<file path="src/rtl/multicycle_controller_pkg.sv">
// Shared encodings for the multicycle RV32I controller: FSM states, datapath
// mux selects, ALU operation classes, immediate formats and opcodes.
package multicycle_controller_pkg;

    typedef enum logic [3:0] {
        S_FETCH    = 4'd0,
        S_DECODE   = 4'd1,
        S_MEMADR   = 4'd2,
        S_MEMREAD  = 4'd3,
        S_MEMWB    = 4'd4,
        S_MEMWRITE = 4'd5,
        S_EXECR    = 4'd6,
        S_EXECI    = 4'd7,
        S_ALUWB    = 4'd8,
        S_BRANCH   = 4'd9,
        S_JAL      = 4'd10,
        S_JALR     = 4'd11,
        S_JALWB    = 4'd12,
        S_LUI      = 4'd13,
        S_AUIPC    = 4'd14,
        S_TRAP     = 4'd15
    } state_t;

    localparam logic [1:0] RES_ALUOUT    = 2'b00;
    localparam logic [1:0] RES_DATA      = 2'b01;
    localparam logic [1:0] RES_ALURESULT = 2'b10;

    localparam logic [1:0] SRCA_PC    = 2'b00;
    localparam logic [1:0] SRCA_OLDPC = 2'b01;
    localparam logic [1:0] SRCA_RS1   = 2'b10;
    localparam logic [1:0] SRCA_ZERO  = 2'b11;

    localparam logic [1:0] SRCB_RS2  = 2'b00;
    localparam logic [1:0] SRCB_IMM  = 2'b01;
    localparam logic [1:0] SRCB_FOUR = 2'b10;

    localparam logic [1:0] ALU_ADD   = 2'b00;
    localparam logic [1:0] ALU_SUB   = 2'b01;
    localparam logic [1:0] ALU_FUNCT = 2'b10;
    localparam logic [1:0] ALU_CMP   = 2'b11;

    localparam logic [2:0] IMM_I     = 3'b000;
    localparam logic [2:0] IMM_S     = 3'b001;
    localparam logic [2:0] IMM_B     = 3'b010;
    localparam logic [2:0] IMM_J     = 3'b011;
    localparam logic [2:0] IMM_U     = 3'b100;
    localparam logic [2:0] IMM_SHIFT = 3'b101;

    localparam logic [6:0] OP_LOAD   = 7'b0000011;
    localparam logic [6:0] OP_STORE  = 7'b0100011;
    localparam logic [6:0] OP_RTYPE  = 7'b0110011;
    localparam logic [6:0] OP_ITYPE  = 7'b0010011;
    localparam logic [6:0] OP_BRANCH = 7'b1100011;
    localparam logic [6:0] OP_JAL    = 7'b1101111;
    localparam logic [6:0] OP_JALR   = 7'b1100111;
    localparam logic [6:0] OP_LUI    = 7'b0110111;
    localparam logic [6:0] OP_AUIPC  = 7'b0010111;

endpackage

</file>
<file path="src/rtl/multicycle_controller_branch_resolve.sv">
// Branch condition evaluation from funct3 and the ALU zero/less-than flags.
module branch_resolve (
    input  logic [2:0] funct3,
    input  logic       zero,
    input  logic       lt,
    output logic       taken
);

    // Signedness of lt is chosen upstream through unsign, so bltu/bgeu match blt/bge here.
    always_comb begin
        taken = 1'b0;
        case (funct3)
            3'b000:  taken = zero;
            3'b001:  taken = ~zero;
            3'b100:  taken = lt;
            3'b101:  taken = ~lt;
            3'b110:  taken = lt;
            3'b111:  taken = ~lt;
            default: taken = 1'b0;
        endcase
    end

endmodule

</file>
<file path="src/rtl/multicycle_controller.sv">
// Control FSM for the multicycle RV32I core: one state per cycle, memory
// req/ready handshake with a bounded wait counter, sticky trap on faults.
module multicycle_controller
    import multicycle_controller_pkg::*;
#(
    parameter int WAIT_LIMIT = 255,
    parameter int WAIT_W     = 8
) (
    input  logic       clk,
    input  logic       reset,
    input  logic [6:0] op,
    input  logic [2:0] funct3,
    input  logic       zero,
    input  logic       lt,
    input  logic       mem_ready,
    output logic       mem_req,
    output logic       MemWrite,
    output logic       AdrSrc,
    output logic       IRWrite,
    output logic       PCWrite,
    output logic       RegWrite,
    output logic [1:0] ResultSrc,
    output logic [1:0] ALUSrcA,
    output logic [1:0] ALUSrcB,
    output logic [1:0] ALUOp,
    output logic [2:0] ImmSrc,
    output logic       unsign,
    output logic       retire,
    output logic       trap,
    output logic       trap_cause,
    output logic [3:0] state
);

    localparam logic [WAIT_W-1:0] WAIT_LAST = WAIT_W'(WAIT_LIMIT - 1);

    state_t            cur_state;
    state_t            nxt_state;
    logic [WAIT_W-1:0] wait_cnt;
    logic              trap_flag;
    logic              trap_code;
    logic              trap_enter;
    logic              trap_set_cause;
    logic              timeout;
    logic              taken;

    branch_resolve u_branch_resolve (
        .funct3 (funct3),
        .zero   (zero),
        .lt     (lt),
        .taken  (taken)
    );

    // The current cycle is the WAIT_LIMIT-th unanswered one; a same-cycle ready wins.
    assign timeout = ~mem_ready && (wait_cnt == WAIT_LAST);

    always_ff @(posedge clk) begin
        if (reset) begin
            cur_state  <= S_FETCH;
            wait_cnt   <= '0;
            trap_flag  <= 1'b0;
            trap_code  <= 1'b0;
        end else begin
            cur_state <= nxt_state;
            if (nxt_state != cur_state || mem_ready || !mem_req)
                wait_cnt <= '0;
            else
                wait_cnt <= wait_cnt + WAIT_W'(1);
            if (trap_enter) begin
                trap_flag <= 1'b1;
                trap_code <= trap_set_cause;
            end
        end
    end

    always_comb begin
        nxt_state      = cur_state;
        trap_enter     = 1'b0;
        trap_set_cause = 1'b0;
        mem_req        = 1'b0;
        MemWrite       = 1'b0;
        AdrSrc         = 1'b0;
        IRWrite        = 1'b0;
        PCWrite        = 1'b0;
        RegWrite       = 1'b0;
        ResultSrc      = RES_ALUOUT;
        ALUSrcA        = SRCA_PC;
        ALUSrcB        = SRCB_RS2;
        ALUOp          = ALU_ADD;
        ImmSrc         = IMM_I;
        unsign         = 1'b0;
        retire         = 1'b0;
        case (cur_state)
            S_FETCH: begin
                mem_req   = 1'b1;
                ALUSrcB   = SRCB_FOUR;
                ResultSrc = RES_ALURESULT;
                IRWrite   = mem_ready;
                PCWrite   = mem_ready;
                if (mem_ready) begin
                    nxt_state = S_DECODE;
                end else if (timeout) begin
                    nxt_state      = S_TRAP;
                    trap_enter     = 1'b1;
                    trap_set_cause = 1'b1;
                end
            end
            S_DECODE: begin
                ALUSrcA = SRCA_OLDPC;
                ALUSrcB = SRCB_IMM;
                ImmSrc  = IMM_B;
                case (op)
                    OP_LOAD, OP_STORE: nxt_state = S_MEMADR;
                    OP_RTYPE:          nxt_state = S_EXECR;
                    OP_ITYPE:          nxt_state = S_EXECI;
                    OP_BRANCH:         nxt_state = (funct3[2:1] == 2'b01) ? S_TRAP : S_BRANCH;
                    OP_JAL:            nxt_state = S_JAL;
                    OP_JALR:           nxt_state = S_JALR;
                    OP_LUI:            nxt_state = S_LUI;
                    OP_AUIPC:          nxt_state = S_AUIPC;
                    default:           nxt_state = S_TRAP;
                endcase
                trap_enter = (nxt_state == S_TRAP);
            end
            S_MEMADR: begin
                ALUSrcA   = SRCA_RS1;
                ALUSrcB   = SRCB_IMM;
                ImmSrc    = (op == OP_STORE) ? IMM_S : IMM_I;
                nxt_state = (op == OP_STORE) ? S_MEMWRITE : S_MEMREAD;
            end
            S_MEMREAD: begin
                mem_req = 1'b1;
                AdrSrc  = 1'b1;
                if (mem_ready) begin
                    nxt_state = S_MEMWB;
                end else if (timeout) begin
                    nxt_state      = S_TRAP;
                    trap_enter     = 1'b1;
                    trap_set_cause = 1'b1;
                end
            end
            S_MEMWB: begin
                ResultSrc = RES_DATA;
                RegWrite  = 1'b1;
                retire    = 1'b1;
                nxt_state = S_FETCH;
            end
            S_MEMWRITE: begin
                mem_req  = 1'b1;
                MemWrite = 1'b1;
                AdrSrc   = 1'b1;
                if (mem_ready) begin
                    retire    = 1'b1;
                    nxt_state = S_FETCH;
                end else if (timeout) begin
                    nxt_state      = S_TRAP;
                    trap_enter     = 1'b1;
                    trap_set_cause = 1'b1;
                end
            end
            S_EXECR: begin
                ALUSrcA   = SRCA_RS1;
                ALUSrcB   = SRCB_RS2;
                ALUOp     = ALU_FUNCT;
                unsign    = (funct3 == 3'b011);
                nxt_state = S_ALUWB;
            end
            S_EXECI: begin
                ALUSrcA   = SRCA_RS1;
                ALUSrcB   = SRCB_IMM;
                ALUOp     = ALU_FUNCT;
                unsign    = (funct3 == 3'b011);
                ImmSrc    = (funct3[1:0] == 2'b01) ? IMM_SHIFT : IMM_I;
                nxt_state = S_ALUWB;
            end
            S_LUI: begin
                ALUSrcA   = SRCA_ZERO;
                ALUSrcB   = SRCB_IMM;
                ImmSrc    = IMM_U;
                nxt_state = S_ALUWB;
            end
            S_AUIPC: begin
                ALUSrcA   = SRCA_OLDPC;
                ALUSrcB   = SRCB_IMM;
                ImmSrc    = IMM_U;
                nxt_state = S_ALUWB;
            end
            S_ALUWB: begin
                ResultSrc = RES_ALUOUT;
                RegWrite  = 1'b1;
                retire    = 1'b1;
                nxt_state = S_FETCH;
            end
            S_BRANCH: begin
                ALUSrcA   = SRCA_RS1;
                ALUSrcB   = SRCB_RS2;
                ResultSrc = RES_ALUOUT;
                ALUOp     = funct3[2] ? ALU_CMP : ALU_SUB;
                unsign    = funct3[1] & funct3[2];
                PCWrite   = taken;
                retire    = 1'b1;
                nxt_state = S_FETCH;
            end
            S_JAL: begin
                ALUSrcA   = SRCA_OLDPC;
                ALUSrcB   = SRCB_IMM;
                ImmSrc    = IMM_J;
                ResultSrc = RES_ALURESULT;
                PCWrite   = 1'b1;
                nxt_state = S_JALWB;
            end
            S_JALR: begin
                ALUSrcA   = SRCA_RS1;
                ALUSrcB   = SRCB_IMM;
                ImmSrc    = IMM_I;
                ResultSrc = RES_ALURESULT;
                PCWrite   = 1'b1;
                nxt_state = S_JALWB;
            end
            S_JALWB: begin
                ALUSrcA   = SRCA_OLDPC;
                ALUSrcB   = SRCB_FOUR;
                ResultSrc = RES_ALURESULT;
                RegWrite  = 1'b1;
                retire    = 1'b1;
                nxt_state = S_FETCH;
            end
            S_TRAP: begin
                nxt_state = S_TRAP;
            end
            default: begin
                nxt_state = S_FETCH;
            end
        endcase
    end

    assign state      = cur_state;
    assign trap       = trap_flag;
    assign trap_cause = trap_code;

endmodule

</file>
<file path="config.mk">
export PLATFORM = sky130hd
export DESIGN_NAME = multicycle_controller
export DESIGN_NICKNAME = d
export VERILOG_FILES = /design/src/rtl/multicycle_controller_pkg.sv /design/src/rtl/multicycle_controller_branch_resolve.sv /design/src/rtl/multicycle_controller.sv
export SDC_FILE = /design/constraint.sdc
export NUM_CORES = 1
export LEC_CHECK = 0
export ABC_AREA = 1
export BUFFER_PORTS_ARGS = -buffer_cell sky130_fd_sc_hd__buf_2
export CORE_UTILIZATION = 45
export CTS_CLUSTER_DIAMETER = 60
export DETAILED_ROUTE_END_ITERATION = 8
export PLACE_DENSITY = 0.83
export RECOVER_POWER = 25
export SETUP_SLACK_MARGIN = 0.3
export SLEW_MARGIN = 20
export SYNTH_ARGS = -nofsm -noshare
export SYNTH_HDL_FRONTEND = slang
export SYNTH_SLANG_ARGS = --single-unit
</file>
<file path="constraint.sdc">
create_clock -name clk -period 1.95 [get_ports clk]
set_input_delay 0.39 -clock clk [delete_from_list [all_inputs] [get_ports clk]]
set_output_delay 0.39 -clock clk [all_outputs]
set_load 0.01 [all_outputs]
</file>
# Yosys cells after proc, flatten, opt, wreduce, memory -nomap -nowiden
# Index checks and enable logic that the tools add are counted.
# totals
ff_bits	14
inputBits	15
# op_classes
addsub	1
n_eq_ne	35
mux	31
n_bitwise	4
reduce_logical	23
# op_table
cell	n
4-bit == test, second input constant	9
4-bit case mux with 9 select lines	1
4-bit case mux with 8 select lines	1
7-bit by 6-bit == test with 1-bit output, second input constant	3
7-bit == test, second input constant	3
4-bit 2-to-1 mux	5
2-bit OR reduction	9
4-bit by 3-bit == test with 1-bit output, second input constant	4
4-bit OR reduction	4
3-bit case mux with 5 select lines	1
7-bit by 5-bit == test with 1-bit output, second input constant	2
3-bit == test, second input constant	4
2-bit case mux with 2 select lines	3
1-bit 2-to-1 mux	10
3-bit 2-to-1 mux	3
8-bit by 1-bit adder with 8-bit output, second input constant	1
4-bit by 2-bit == test with 1-bit output, second input constant	2
8-bit == test, second input constant	1
7-bit by 2-bit == test with 1-bit output, second input constant	1
7-bit OR reduction	1
1-bit case mux with 2 select lines	3
2-bit case mux with 3 select lines	1
3-bit OR reduction	2
5-bit OR reduction	1
other kinds (15)	19

# Logic depth before layout (Yosys ltp)
# depth
word_depth	9
mapped_depth	13

# Cells and area by module
# A second synthesis with hierarchy kept.
# unflattened
hier_cells	213
hier_area_um2	1257.5
# by_module_without_submodules
mod	instances	cells_per_inst	area_each_um2	seq_area_each_um2
multicycle_controller	1	202	1213.7	280.3
branch_resolve	1	11	43.8	0.0

# Worst setup path after synthesis
# No wires, ideal clock.
# synth_path
kind	register to output
start	register cur_state[1], in the netlist state[1]
end	output port unsign
arrival_time_ps	1232
slack_ps	328
stages_incl_launch_ff	6
n_path_buf	0
cell_sequence	dfxtp_1 -> inv_1 -> nand2_4 -> nor2_1 -> nand2_1 -> o32ai_1
# synth_between
elab_chain_len	3
# synth_rtl
item	line_no	source
start: declaration	multicycle_controller.sv:36	state_t cur_state;
start signal: assignment	multicycle_controller.sv:63	cur_state <= nxt_state;
4-bit by 3-bit == test with 1-bit output	multicycle_controller.sv:92	case (cur_state)
2-bit OR reduction (no source line)	n/a	
1-bit case mux with 2 select lines (*)	multicycle_controller.sv:92	
end: declaration	multicycle_controller.sv:27	output logic unsign,
# Mark *: on every way between the ends. The rest lies on a longest branch, timed or not.

# Worst setup path in the final report
# layout_path
start	register cur_state[1], in the netlist state[1]
end	output port ALUSrcB[0]
# layout_between
elab_chain_len	3
# layout_rtl
item	line_no	source
4-bit by 1-bit == test with 1-bit output (tied with other cells)	multicycle_controller.sv:92	
7-bit OR reduction (no source line) / 2-bit OR reduction (equally long branches)	n/a	
2-bit case mux with 2 select lines (*)	multicycle_controller.sv:92	
end: declaration	multicycle_controller.sv:24	output logic [1:0] ALUSrcB,
# Marked as above.

==> reports/metrics.yaml <==
cp_slowest_cell: "dfxtp_4"
vias: 1577
endpoint: "ALUSrcB[0]"
hold_slack_ns: 0.330
drive_gt1_frac: 0.376
rr_endpoint: "wait_cnt[1]"
tightestPinTransition_ns: 0.312
ant_nets: 0
syn_nets: 238
yosysWarningCount: 0
ys_ff_latch: 14
num_rows: 18
fmax_ghz: 0.546
r2r_cells: 12
clock_skew_ns: 0.00366
portBuffers: 39
syn_inst: 221
slew_viol_final: 0
cts_tree: "yes"
layout.cells.non_filler: 301
clkSinkCount: 14
clockBufferDepth: 2
grt_max_degree: 9
synth_top_area_share: 0.219
yosys-top-cells-area: "dfxtp_1, nand2_1, nor2_1"
yosysTopAreaCell: "dfxtp_1"
root_buffer: "clkbuf_4"
timing.rr.start: "state[1]"
rrSetupSlack_ns: 0.34
synth_cell_types: 25
worst-setup-path-type: "flip-flop to output pin"
wl_um: 3790
dp_worst_setup_slack_ns: 0.227
htreeDepth: 1
netlist_area_mm2: 0.00128
syn_avg_cell_area_um2: 5.80
grt_first_pass_wirelength_um: 5960
path_max_fanout: 5
antenna_found_initial: 0
yosysSeqAreaShare: 0.219
die_w_um: 55.4
peakVddDrop_mv: 1.10
p_leak_nw: 0.980
placed_cells: 290
coreArea_mm2: 0.00259
hold_path.class: "primary input to flip-flop"
cts_buffers: 3
cts_hold_buf: 0
critPathMaxStageDelay_ns: 0.41
clock_latency_ns: 0.28
fin_crit_ns: 1.83
wire_per_inst_um: 12.6
syn_to_final_growth_pct: 40.2
crit_start: "state[1]"
num_io_pins: 40
setup_slack_ns: 0.117
worstPathArrival_ns: 1.44
finalCritPeriodShare: 0.940
crit_chain: "inv_8 > nand2_8 > nor2_4 > inv_2 > nand2_4 > a31oi_4 > nand3_2 > buf_6"
drt_iter0_drc: 85
gp_congestion: 0.865
slew_headroom: 0.790
setup_viol: 0
critPathLaunchType: "flip-flop"
max_cap_violations: 0
fin_setup_tns_ns: 0
die_y_um: 55.4
rsz0062_at_grt: "true"
min-delay-start: "reset"
grt_pass1_vias: 1434
setup.worst_path.end_class: "output pin"
status: "finished, final reports clean"
post-route-drc-count: 0
nNetsFinal: 289
power_density_mw_per_mm2: 1230
track_usage: 0.234
drtPass1Iterations: 5
die-area_mm2: 0.00306
clk_pin_slew_ns: 0.09
start_util: 0.495
vias_per_cell: 5.24
hold_viol: 0
num_antenna_cells: 0
grt-ovfl-total: 0
cp.required_ns: 1.56
hpwl_um: 2540
[metrics by stage]
stage                     utilization  power (mW)  instance area (um^2)
after floorplan                     -        1.18                  1280
after global placement          0.585        1.53                  1510
after detailed placement        0.585        1.54                  1510
after CTS                       0.671        2.08                  1740
after global routing            0.694        2.37                  1800
final                           0.694        2.21                  1800
[state kept, by name, indices dropped and copies added, names as in the netlist]
register and count:
trap 1, trap_cause 1, wait_cnt 8, state 4
[logic make-up after synthesis]
family | Yosys count | synth area share
AOI/OAI and AO/OA | 23 | 0.105
xor gates and xnor gates | 6 | 0.0410
adders and majority gates | 2 | 0.0195
buffers and inverters | 41 | 0.120
DFF | 14 | 0.219
and+or+nand+nor | 135 | 0.496
[Yosys cell counts (all sizes together)]
cell and n:
nand2 59, nor2 47, inv 41, nand3 24
dfxtp 14, a21oi 8, o21ai 8, xor2 4
nand4 3, a31oi 2, ha 2, nor3 2
xnor2 2, a211o 1, a21o 1, o2111ai 1
o21a 1, o32ai 1
[how the worst min path moves through the flow]
stage	end	cells past startpoint
after global placement	wait_cnt[0]	1
after detailed placement	trap_cause	2
final	trap_cause	2
after global routing	trap_cause	2
after CTS	trap_cause	2
after floorplan	wait_cnt[0]	1
[metal layers]
layer | global-route usage | vias up | share of wire
met2 | 0.398 | 67 | 0.49
met5 | 0 | - | 0
met4 | 0.0786 | 0 | 0.026
li1 | - | 799 | -
met1 | 0.303 | 696 | 0.43
met3 | 0.0304 | 15 | 0.047
[critical path: cells and delay by family, from the launching register on]
kind                   cells  cell delay [ns]
and+or+nand+nor            4             0.30
AOI/OAI and AO/OA          1             0.19
DFF                        1             0.41
buffers and inverters      3             0.26
[cells in the final DEF, fill, tap and decap left out, drive strengths merged, types with 2 or more instances in the layout]
master,synthesis,final
nand2,59,59
nor2,47,47
buf,0,43
inv,41,41
nand3,24,24
dfxtp,14,14
o21ai,8,8
a21oi,8,8
clkbuf,0,7
xor2,4,4
nand4,3,3
nor3,2,2
xnor2,2,2
ha,2,2
a31oi,2,2
[repair_timing]
action                                  4_1_cts  5_1_grt
setup buffers                                 5        2
cloned                                        0        0
endpoints found under the hold margin         0        0
gates resized for setup                      48       17
endpoints found under the setup margin       19       24
pin swaps                                     4        5
[power breakdown]
part / total [mW] / leakage (nW) / internal (mW) / switching, mW
sequential: 0.467 / 0.117 / 0.357 / 0.110
combinational: 1.54 / 0.841 / 0.594 / 0.942
clock: 0.209 / 0.0210 / 0.114 / 0.0954
[final cells by class]
type                    count  area, um^2
flip-flops and latches     14         298
clock buffers               4        36.3
repair buffers             46         250
inverters                  41         171
well taps                  30        37.5
multi-input cells         166        1000
fillers                   218         793
No activity file was read; power rests on OpenSTA's default activity.
